--- src/rtl/minmax_tracker.sv ---
// Frame min/max tracker: accumulates unsigned samples until in_last, then holds the result for a ready/valid consumer.
// Optional feature: define MINMAX_TRACKER_INDEX_EN to add first-occurrence index outputs for max and min.
module minmax_tracker #(
  parameter int N     = 4,
  parameter int CNT_W = 8
) (
  input  logic             clk,
  input  logic             rst,
  input  logic             in_valid,
  output logic             in_ready,
  input  logic [N-1:0]     in_data,
  input  logic             in_last,
  output logic             out_valid,
  input  logic             out_ready,
  output logic [N-1:0]     out_max,
  output logic [N-1:0]     out_min,
  output logic [CNT_W-1:0] out_cnt,
  output logic             out_eq
`ifdef MINMAX_TRACKER_INDEX_EN
  ,
  output logic [CNT_W-1:0] out_max_idx,
  output logic [CNT_W-1:0] out_min_idx
`endif
);

  typedef enum logic [1:0] {
    IDLE,
    ACC,
    HOLD
  } state_t;

  localparam logic [CNT_W-1:0] CNT_MAX = '1;

  state_t           state, state_nxt;
  logic [N-1:0]     acc_max, acc_min, max_nxt, min_nxt;
  logic [CNT_W-1:0] acc_cnt, cnt_nxt;
  logic             in_xfer, out_xfer, load_out;

  assign in_ready = !rst && (state != HOLD);
  assign in_xfer  = in_valid && in_ready;
  assign out_xfer = out_valid && out_ready;

  always_comb begin
    state_nxt = state;
    max_nxt   = acc_max;
    min_nxt   = acc_min;
    cnt_nxt   = acc_cnt;
    load_out  = 1'b0;
    case (state)
      IDLE: begin
        if (in_xfer) begin
          max_nxt   = in_data;
          min_nxt   = in_data;
          cnt_nxt   = CNT_W'(1);
          state_nxt = in_last ? HOLD : ACC;
          load_out  = in_last;
        end
      end
      ACC: begin
        if (in_xfer) begin
          if (in_data > acc_max) max_nxt = in_data;
          if (in_data < acc_min) min_nxt = in_data;
          // count saturates but extremes keep tracking
          if (acc_cnt != CNT_MAX) cnt_nxt = acc_cnt + CNT_W'(1);
          if (in_last) begin
            state_nxt = HOLD;
            load_out  = 1'b1;
          end
        end
      end
      HOLD: begin
        if (out_xfer) state_nxt = IDLE;
      end
      default: state_nxt = IDLE;
    endcase
  end

  always_ff @(posedge clk) begin
    if (rst) begin
      state     <= IDLE;
      acc_max   <= '0;
      acc_min   <= '0;
      acc_cnt   <= '0;
      out_valid <= 1'b0;
      out_max   <= '0;
      out_min   <= '0;
      out_cnt   <= '0;
      out_eq    <= 1'b0;
    end else begin
      state   <= state_nxt;
      acc_max <= max_nxt;
      acc_min <= min_nxt;
      acc_cnt <= cnt_nxt;
      if (load_out) begin
        out_valid <= 1'b1;
        out_max   <= max_nxt;
        out_min   <= min_nxt;
        out_cnt   <= cnt_nxt;
        out_eq    <= (max_nxt == min_nxt);
      end else if (out_xfer) begin
        out_valid <= 1'b0;
      end
    end
  end

`ifdef MINMAX_TRACKER_INDEX_EN
  logic [CNT_W-1:0] acc_max_idx, acc_min_idx, max_idx_nxt, min_idx_nxt;

  // Unsaturated count equals the 0-based position of the incoming sample
  always_comb begin
    max_idx_nxt = acc_max_idx;
    min_idx_nxt = acc_min_idx;
    if (in_xfer) begin
      if (state == IDLE) begin
        max_idx_nxt = '0;
        min_idx_nxt = '0;
      end else begin
        if (in_data > acc_max) max_idx_nxt = acc_cnt;
        if (in_data < acc_min) min_idx_nxt = acc_cnt;
      end
      if (cnt_nxt == CNT_MAX) begin
        max_idx_nxt = CNT_MAX;
        min_idx_nxt = CNT_MAX;
      end
    end
  end

  always_ff @(posedge clk) begin
    if (rst) begin
      acc_max_idx <= '0;
      acc_min_idx <= '0;
      out_max_idx <= '0;
      out_min_idx <= '0;
    end else begin
      acc_max_idx <= max_idx_nxt;
      acc_min_idx <= min_idx_nxt;
      if (load_out) begin
        out_max_idx <= max_idx_nxt;
        out_min_idx <= min_idx_nxt;
      end
    end
  end
`endif

endmodule

--- config.mk ---
export PLATFORM = sky130hd
export DESIGN_NAME = minmax_tracker
export DESIGN_NICKNAME = d
export VERILOG_FILES = /design/src/rtl/minmax_tracker.sv
export SDC_FILE = /design/constraint.sdc
export NUM_CORES = 1
export LEC_CHECK = 0
export CAP_MARGIN = 20
export CORE_UTILIZATION = 58
export DETAILED_ROUTE_END_ITERATION = 10
export PLACE_DENSITY = 0.82
export SYNTH_ARGS = -nofsm -noshare
export SYNTH_HDL_FRONTEND = slang
export SYNTH_SLANG_ARGS = --single-unit
--- constraint.sdc ---
create_clock -name clk -period 5 [get_ports clk]
set_clock_uncertainty 0.2 [all_clocks]
set_input_delay 1 -clock clk [delete_from_list [all_inputs] [get_ports clk]]
set_output_delay 1 -clock clk [all_outputs]
set_load 0.02 [all_outputs]
Word level (Yosys, flattened, before mapping) --
Cells that the tools add are included.
Storage, ports and cells: register bits 36, bits of input ports 9, logic and storage cells 52
Operators by class: add/subtract/negate cells 1, order comparisons 2, equal/unequal tests 9, multiplexer cells 24, reductions and logical operators 7
Operators by type and width (count):
- $mux W4 | 6
- $mux W8 | 3
- $pmux W4 S2 | 2
- $pmux W8 S2 | 1
- $mux W2 | 5
- $ne A2 B2 Y1 const B | 5
- $add A8 B1 Y8 const B | 1
- $ne A8 B8 Y1 const B | 1
- $pmux W2 S3 | 1
- $mux W1 | 5
- $eq A4 B4 Y1 | 1
- $gt A4 B4 Y1 | 1
- $lt A4 B4 Y1 | 1
- $reduce_and A4 Y1 | 1
- $logic_and A1 B1 Y1 | 3
- $eq A2 B1 Y1 const B | 1
- $eq A2 B2 Y1 const B | 1
- $logic_not A2 Y1 | 1
- $pmux W1 S2 | 1
- $reduce_bool A2 Y1 | 1
- $logic_not A1 Y1 | 1

Depth between registers and ports, before layout --
Gate-level depths: netlist of the first run.
depth after elaboration 6, gate-level depth with buffers 9, mapped depth without buffers 9

Least setup slack after synthesis of the first run --
No wires, ideal clock.
kind input-to-reg, from input in_data[1], to register out_eq, setup time 0.079 ns, arrival 3.191 ns, data required time 4.721 ns, setup slack 1.529 ns, cell stages on the path 8, path buffers 0, cell sequence ha_1 nor2b_1 o211a_1 o311a_4 a221oi_2 xnor2_1 or4_1 a211oi_2
On the way: word-level cells in the longest chain between the ends 5, elaborated cells between the ends (all ways) 11
Ends and longest elaborated chain:
- start: declaration | line 11 | input logic [N-1:0] in_data,
- $gt A4 B4 Y1 or $lt A4 B4 Y1 (tied branches) | line 61, 62
- $mux W4, on equally long branches | line 61, 62
- $mux W4 | line 60 | if (in_xfer) begin
- $pmux W4 S2 | line 49 | case (state)
- $eq A4 B4 Y1 (*) | line 99 | out_eq <= (max_nxt == min_nxt);
- end signal: assignment | line 99
- end: declaration | line 18 | output logic out_eq
Every way passes the cells marked *; elsewhere a longest branch is shown, timed or not. A chain may end at the register's enable or synchronous reset.

Final worst setup path of the first run --
Ends and elaborated chain as after synthesis.

==> out/results.ini, run 1 <==
[critical_path]
crit_chain=clkdlybuf4s50_1 -> ha_1 -> nor2b_1 -> o211a_1 -> o311a_4 -> a221oi_2 -> xnor2_1 -> or4_1 -> a211oi_2
slowest_stage=or4_1
cpPeakStageDelay_ps=540
reg2reg_depth=9
cp-start-kind=primary input
reg2reg_from=acc_max[1]$_SDFF_PP0_
crit_buf_inv=1
crit_type=in -> reg
crit_path_end_kind=register
critPathTopFamily=compound AO/OA/AOI/OAI gates
worst-path-max-fanout=5
crit_cells=9
critPathArrivalTime_ps=3920
required_ps=5070
critPathLaunch=in_data[1]

[timing]
rsz0062_at_grt=no
setup_tns_ps=0
max-slew-margin-rel_pct=44.1
period_share_pct=77.1
setup_viol=0
setup_ws_ps=1150
finalHoldViolations=0
drv_slew=0
tightestPinTransition_ps=838
fmax_ghz=0.259
period_minus_slack_ps=3850

[cts]
cts_resized=0
cts_setup_buffers=0
cts_tree=built
clk_pin_slew_worst_paths_ps=110
cts_buffers=5
ctsHtreeMaxLevel=2
clk_latency_ps=340
cts_buffer_depth=2
cts-root-buf=clkbuf_4
clock_sinks=36
cts-hold-fix-buffers=0

[floorplanning]
start_util_pct=61.4
ios=28
die_h_um=59.1
core_sq_um=3080
die_w_um=59.1
num_rows=20
die_area_sq_um=3490

[placed_design]
post-dp-hpwl_um=3030
io_buffers=27
gp_routability_congestion=0.910
place_ws_ps=795

[power_and_ir_drop]
power_frac_seq_pct=53.5
ir_drop_mv=0.184
p_sw_uw=176
clockPowerShare_pct=27.6
p_per_area_nw_per_um2=258
p_sw_share_pct=30.5
power_frac_comb_pct=18.9
p_int_uw=401
leakagePower_uw=0.000821

[global_routing]
grt_use_total_pct=26.7
grt_max_degree=38
antenna_found_initial=0
grt-ovfl-total=0
grt_pass1_vias=1719
grt_pass1_wl_um=7130

[detailed_routing]
routed_via_density=5.75
wl_per_cell_um=14.3
drt-total-wl_um=4260
drc_errors=0
first_pass_iters=4
ant_nets=0
drtIter0Drc=98
vias=1718

[min_path]
hp-class=reg -> reg
hold_path_startpoint=out_cnt[6]$_SDFFE_PP0P_
hold_depth=2

[final_layout]
drive_gt1_share_pct=6.27
finalNetCount=271
area_delta_synth_final_pct=18.5
diodes=0

[yosys]
async_flop_share_pct=0
synth_edf_count=0
synthDistinctLibCells=43
synth.area.top_cells=dfxtp_1 38%, nor2_1 5.8%, nand2_1 5.6%
synth_ff_type=dfxtp_1
synth-seq-cells=36
ys_warn_count=0
syn-num-nets=247
syn_area_sq_um=1890
synth_cells=230
yosysTopAreaCellShare_pct=38.1
synth.avg_cell_area_sq_um=8.22
ys_seq_area_share_pct=38.1
synth_area_leader_cell=dfxtp_1

[run]
max_cap_violations=0

[outcome]
status=finished clean

synthesized netlist by cell type, drive strengths merged (3+ instances only):
cell     instances
dfxtp           36
nor2            29
nand2           28
a21oi           20
a211oi          11
clkbuf          11
inv             11
nor2b            9
o21ai            9
ha               8
nand2b           4
nor3             4
o311a            4
a221oi           3
nand3            3
nand4            3
o2111ai          3
o311ai           3
xnor2            3
xor2             3
flip-flops by register name, indices dropped and copies added (netlist names):
name       count
out_cnt        8
out_eq         1
out_max        4
out_min        4
acc_cnt        8
acc_min        4
state          2
out_valid      1
acc_max        4
worst min-delay path, cell delays in order (launching register included):
cell	delay (ps)
dfxtp_1	330
nand2_1	50
a21oi_1	50
cells in the final DEF (no fill, tap or decap), types with 4 or more instances in the layout:
cell type / Yosys / final
nand2b_1: 4 / 4
nor2b_1: 9 / 9
dfxtp_1: 36 / 36
a21oi_1: 20 / 20
nand2_1: 28 / 28
inv_1: 10 / 10
a211oi_1: 10 / 10
clkbuf_4: 0 / 5
nor2_1: 29 / 29
nor3_1: 4 / 4
ha_1: 8 / 8
o21ai_0: 7 / 7
clkdlybuf4s50_1: 0 / 27
routing by layer:
metal	up-vias	GRT usage [%]	wire length [um]
met5	-	0	0
met4	0	13.9	45
met3	7	4.80	146
met2	36	47.2	2140
met1	804	30.6	1930
li1	871	-	-
power groups by stage:
stage	sequential (uW)	clock (uW)	combinational, uW
final	309	159	109
after global routing	311	171	121
after global placement	315	0	106
after CTS	309	160	109
after floorplan	316	0	71.3
after detailed placement	315	0	109
area by class of cell:
class                   count  area, sq um
clock buffers               7         45.0
clock inverters             1         8.76
fillers                   272          838
inverters                  11         41.3
multi-input cells         171         1080
flip-flops and latches     36          721
well taps                  44         55.1
repair buffers             29          285
cell families after synthesis:
logic type	Yosys count	synth area share [%]
flip-flops	36	38.1
adder cells (fa/ha/maj)	8	5.29
AO/OA/AOI/OAI	63	24.4
AND/OR/NAND/NOR	92	23.8
multiplexers	2	1.06
XOR/XNOR	6	2.78
buffers and inverters	23	4.57
final timing paths:
check,end,slack (ps)
hold reg to reg,out_cnt[6]$_SDFFE_PP0P_,270
setup / recovery,out_eq$_SDFFE_PP0P_,1150
setup reg to reg,out_eq$_SDFFE_PP0P_,1990
hold / removal,out_cnt[6]$_SDFFE_PP0P_,270
stage by stage:
step / hold WS [ps] / area [sq um] / power [uW] / util (%) / instances
floorplan: 291 / 1890 / 387 / - / 230
finish: 265 / 2240 / 577 / 72.8 / 299
global route: 293 / 2240 / 602 / 72.8 / 299
global placement: 247 / 2190 / 421 / 71.0 / 291
CTS: 264 / 2240 / 577 / 72.8 / 299
detailed placement: 249 / 2190 / 424 / 71.0 / 291
Power figures use the tool's default switching activity.
==> run 2, diff against run 1 <==
--- a/config.mk
+++ b/config.mk
@@ -6,9 +6,9 @@
 export NUM_CORES = 1
 export LEC_CHECK = 0
 export CAP_MARGIN = 20
-export CORE_UTILIZATION = 58
+export CORE_UTILIZATION = 48
 export DETAILED_ROUTE_END_ITERATION = 10
-export PLACE_DENSITY = 0.82
+export PLACE_DENSITY = 0.72
 export SYNTH_ARGS = -nofsm -noshare
 export SYNTH_HDL_FRONTEND = slang
 export SYNTH_SLANG_ARGS = --single-unit
==> constraint.sdc (replaced) <==
create_clock -name clk -period 3.5 [get_ports clk]
set_clock_uncertainty 0.2 [all_clocks]
set_input_delay 0.7 -clock clk [delete_from_list [all_inputs] [get_ports clk]]
set_output_delay 0.7 -clock clk [all_outputs]
set_load 0.02 [all_outputs]
==> out/results.ini, run 2 (same netlist as run 1, synthesis figures left out) <==
[timing]
fmax_ghz=0.295
max-slew-margin-rel_pct=54.3  ; +10 points
period_share_pct=96.8
tightestPinTransition_ps=685  ; -154 ps
setup_ws_ps=111  ; -1030 ps
period_minus_slack_ps=3390
setup_viol=0  ; unchanged
finalHoldViolations=0  ; unchanged
drv_slew=0  ; unchanged

[final_layout]
top_regs=acc_cnt: 8 flops, out_cnt: 8 flops
nFillCells=343  ; +26%
finalNetCount=295  ; +8.9%
finalNonFillerCells=326  ; +9.0%
diodes=0  ; unchanged
area_delta_synth_final_pct=31.0
final_common_cell=dfxtp_1
drive_gt1_share_pct=14.7  ; +8.5 points
mostFrequentLayoutCells=36 x dfxtp_1, 29 x nor2_1, 28 x nand2_1

[floorplanning]
start_util_pct=50.9  ; -11 points
die_w_um=64.8  ; +9.6%
die_area_sq_um=4190  ; +20%
ios=28  ; unchanged
die_h_um=64.8  ; +9.6%
num_rows=22  ; +10%
core_sq_um=3720  ; +21%

[power_and_ir_drop]
p_sw_uw=257  ; +46%
p_int_uw=654  ; +63%
leakagePower_uw=0.000951  ; +16%
clockPowerShare_pct=30.4  ; +2.8 points
power_frac_seq_pct=48.6  ; -4.9 points
power_frac_comb_pct=20.9  ; +2.0 points
p_sw_share_pct=28.2  ; -2.3 points
ir_drop_mv=0.391  ; +110%
p_per_area_nw_per_um2=368  ; +43%
total_power_uw=910  ; +58%

[detailed_routing]
first_pass_iters=4  ; unchanged
routed_via_density=5.55  ; -3.4%
ant_nets=0  ; unchanged
drtIter0Drc=111  ; +13%
wl_per_cell_um=13.7  ; -3.8%
vias=1809  ; +5.3%
drc_errors=0  ; unchanged
drt-total-wl_um=4470  ; +4.9%

[min_path]
hp-class=reg -> reg
hold_path_startpoint=out_cnt[7]$_SDFFE_PP0P_

[critical_path]
critPathArrivalTime_ps=3400  ; -520 ps
reg2reg_slack_ps=500  ; -1490 ps
r2r_end=out_eq$_SDFFE_PP0P_
crit_path_end_kind=register
critPathLaunch=in_data[1]
cp-start-kind=primary input
reg2reg_depth=9  ; unchanged
reg2reg_from=acc_max[1]$_SDFF_PP0_
endpoint=out_eq$_SDFFE_PP0P_
worst-path-max-fanout=4  ; -1
required_ps=3510  ; -1560 ps
crit_type=in -> reg

[global_routing]
grt_pass1_wl_um=7240  ; +1.6%
grt_max_degree=24  ; -37%
grt_pass1_vias=1638  ; -4.7%
grt_use_total_pct=22.5  ; -4.2 points
grt-ovfl-total=0  ; unchanged
antenna_found_initial=0  ; unchanged

[cts]
clk_pin_slew_worst_paths_ps=70  ; -40 ps
clock_sinks=36  ; unchanged
cts_buffers=5  ; unchanged
cts-hold-fix-buffers=0  ; unchanged
cts_tree=built
cts_buffer_depth=2  ; unchanged
cts-root-buf=clkbuf_8
ctsHtreeMaxLevel=2  ; unchanged
clk_latency_ps=280  ; -60 ps

[placed_design]
gp_routability_congestion=0.935  ; +2.8%
dpl.cell_count=319  ; +9.6%
io_buffers=27  ; unchanged
place_ws_ps=-185  ; -980 ps
post-dp-hpwl_um=3270  ; +8.0%

[run]
max_cap_violations=0  ; unchanged

[outcome]
status=finished clean

[run 2: worst max-delay path, cell delays in order]
cell and delay, ps:
clkdlybuf4s50_1 430, ha_1 330, nor2b_1 140, o211a_1 220, o311a_4 410, a221oi_4 320
xnor2_1 110, or4_1 520, a211oi_2 220
[run 2: power by group through the flow]
stage	Sequential, uW	Clock [uW]	Combinational [uW]
6_report	443	277	190
5_1_grt	445	303	210
4_1_cts	442	280	185
3_5_place_dp	451	0	183
3_3_place_gp	451	0	181
2_1_floorplan	451	0	102
[run 2: worst min-delay path by stage]
stage               slack, ps                 endpoint  cells after the start
floorplan                 290    acc_min[1]$_SDFF_PP0_                      2
global placement          250  out_cnt[0]$_SDFFE_PP0P_                      2
detailed placement        250  out_cnt[7]$_SDFFE_PP0P_                      2
CTS                       260  out_cnt[7]$_SDFFE_PP0P_                      2
global route              290  out_cnt[4]$_SDFFE_PP0P_                      2
finish                    260  out_cnt[7]$_SDFFE_PP0P_                      2
[run 2: timing repair]
item / in CTS / in global routing
setup buffers: 0 / 0
gates resized for setup: 0 / 3
endpoints found under the setup margin: 0 / 1
[run 2: layout make-up]
cell class	count	area (sq um)	share of cell area, %
Multi-Input combinational cell	171	1110	44.9
Clock buffer	6	72.6	2.93
Timing Repair Buffer	53	465	18.8
Tap cell	48	60.1	2.43
Clock inverter	1	5.00	0.202
Inverter	11	41.3	1.67
Sequential cell	36	721	29.1
[run 2: through the flow]
step / hold slack [ps] / instance area [sq um] / setup TNS [ps] / utilization (%)
floorplan: 291 / 1890 / 0 / -
global placement: 248 / 2370 / -126 / 63.8
detailed placement: 249 / 2370 / -185 / 63.8
CTS: 258 / 2450 / 0 / 65.9
global route: 287 / 2480 / -9.65 / 66.6
finish: 256 / 2480 / 0 / 66.6
[run 2: routing by layer]
metal  vias up  share of wire, %  global-route usage, %  wire, um
li1        923                 -                      -         -
met1       852                47                   28.0      2100
met2        28                49                   38.7      2210
met3         6               2.7                   5.63       122
met4         0               1.1                   5.28        49
met5         -                 0                      0         0
==> run 3, diff against run 2 <==
--- a/config.mk
+++ b/config.mk
@@ -6,9 +6,10 @@
 export NUM_CORES = 1
 export LEC_CHECK = 0
 export CAP_MARGIN = 20
-export CORE_UTILIZATION = 48
+export CORE_UTILIZATION = 50
+export CTS_BUF_LIST = sky130_fd_sc_hd__clkbuf_8
 export DETAILED_ROUTE_END_ITERATION = 10
-export PLACE_DENSITY = 0.72
+export PLACE_DENSITY = 0.74
 export SYNTH_ARGS = -nofsm -noshare
 export SYNTH_HDL_FRONTEND = slang
 export SYNTH_SLANG_ARGS = --single-unit
==> out/results.ini, run 3 (same netlist as run 1, synthesis figures left out) <==
[timing]
period_minus_slack_ps=3370  ; -15.1 ps
drv_slew=0  ; unchanged
tightestPinTransition_ps=510  ; -174 ps
finalHoldViolations=0  ; unchanged
period_share_pct=96.4  ; -0.43 points
max-slew-margin-rel_pct=65.9  ; +12 points
rsz0062_at_grt=no
setup_viol=0  ; unchanged
fmax_ghz=0.296  ; +0.45%

[cts]
cts_buffers=5  ; unchanged
cts_buffer_depth=2  ; unchanged
cts_setup_buffers=0  ; unchanged
clk_latency_ps=300  ; +20 ps
clk_pin_slew_worst_paths_ps=70  ; about the same
cts_resized=0  ; unchanged
ctsHtreeMaxLevel=2  ; unchanged
cts-hold-fix-buffers=0  ; unchanged
cts_tree=built
clock_sinks=36  ; unchanged
cts-root-buf=clkbuf_8

[floorplanning]
die_h_um=63.5  ; -2.0%
start_util_pct=54.5  ; +3.6 points
die_w_um=63.5  ; -2.0%
die_area_sq_um=4030  ; -3.9%
core_sq_um=3470  ; -6.7%
num_rows=21  ; -4.5%
ios=28  ; unchanged

[global_routing]
antenna_found_initial=0  ; unchanged
grt_max_degree=25  ; +4.2%
grt-ovfl-total=0  ; unchanged
grt_use_total_pct=25.3  ; +2.8 points
grt_pass1_wl_um=7940  ; +9.6%
grt_pass1_vias=1673  ; +2.1%

[detailed_routing]
vias=1809  ; unchanged
wl_per_cell_um=13.5  ; -1.2%
routed_via_density=5.52  ; -0.61%
drt-total-wl_um=4440  ; -0.63%
drtIter0Drc=116  ; +4.5%
ant_nets=0  ; unchanged
first_pass_iters=4  ; unchanged
drc_errors=0  ; unchanged

[final_layout]
mostFrequentLayoutCells=36 x dfxtp_1, 29 x nor2_1, 29 x buf_4
diodes=0  ; unchanged
top_regs=acc_cnt: 8 flops, out_cnt: 8 flops
final_common_cell=dfxtp_1
drive_gt1_share_pct=16.0  ; +1.2 points
area_delta_synth_final_pct=31.1
finalNetCount=298  ; +1.0%
finalNonFillerCells=328  ; +0.61%

[placed_design]
gp_routability_congestion=0.932  ; -0.37%
dpl.cell_count=320  ; +0.31%
post-dp-hpwl_um=3440  ; +5.1%
io_buffers=27  ; unchanged

[critical_path]
cp-start-kind=primary input
critPathArrivalTime_ps=3400  ; about the same
required_ps=3530  ; +20 ps
crit_path_end_kind=register
crit_type=in -> reg
worst-path-max-fanout=4  ; unchanged

[power_and_ir_drop]
total_power_uw=928  ; +1.9%
leakagePower_uw=0.000970  ; +1.9%
ir_drop_mv=0.204  ; -48%
p_per_area_nw_per_um2=374  ; +1.8%

[run]
max_cap_violations=0  ; unchanged

[min_path]
hp-class=reg -> reg

[outcome]
status=finished clean

[run 3: layout make-up]
class	count	area (sq um)
Inverter	11	41.3
Clock buffer	5	68.8
Multi-Input combinational cell	171	1080
Timing Repair Buffer	56	488
Tap cell	46	57.6
Fill cell	311	990
Clock inverter	3	18.8
Sequential cell	36	721
[run 3: metal layers]
layer	wire length (um)	global-route usage [%]	part of all wire, %
met5	0	0	0
met3	296	5.25	6.7
met4	78	13.1	1.8
met2	1880	35.1	42
met1	2190	36.2	49
[run 3: final timing paths]
kind                           startpoint                      end  slack [ps]  cells past startpoint
setup / recovery               in_data[1]      out_eq$_SDFFE_PP0P_         130                      9
setup reg to reg    acc_max[1]$_SDFF_PP0_      out_eq$_SDFFE_PP0P_         570                      9
hold / removal    out_cnt[2]$_SDFFE_PP0P_  out_cnt[2]$_SDFFE_PP0P_         260                      2
hold reg to reg   out_cnt[2]$_SDFFE_PP0P_  out_cnt[2]$_SDFFE_PP0P_         260                      2
[run 3: stage by stage]
stage                     util, %  setup TNS (ps)  area [sq um]  hold WS [ps]  setup WS [ps]
final                        71.5               0          2480           257            126
after global routing         71.5               0          2480           273           10.4
after CTS                    71.5               0          2480           257            118
after detailed placement     68.9            -189          2390           246           -189
after global placement       68.9            -119          2390           245           -119
after floorplan                 -               0          1890           291            329
[run 3: where the power goes]
| part | switching [uW] | total [uW] | internal, uW |
|---|---|---|---|
| sequential | 15.0 | 440 | 425 |
| combinational | 96.6 | 191 | 94.2 |
| clock | 158 | 297 | 139 |
[run 3: worst max-delay path, stage by stage]
cell and delay [ps]:
clkdlybuf4s50_1 430, ha_1 320, nor2b_1 130, o211a_1 230, o311a_4 390, a221oi_2 340
xnor2_1 110, or4_1 540, a211oi_2 210
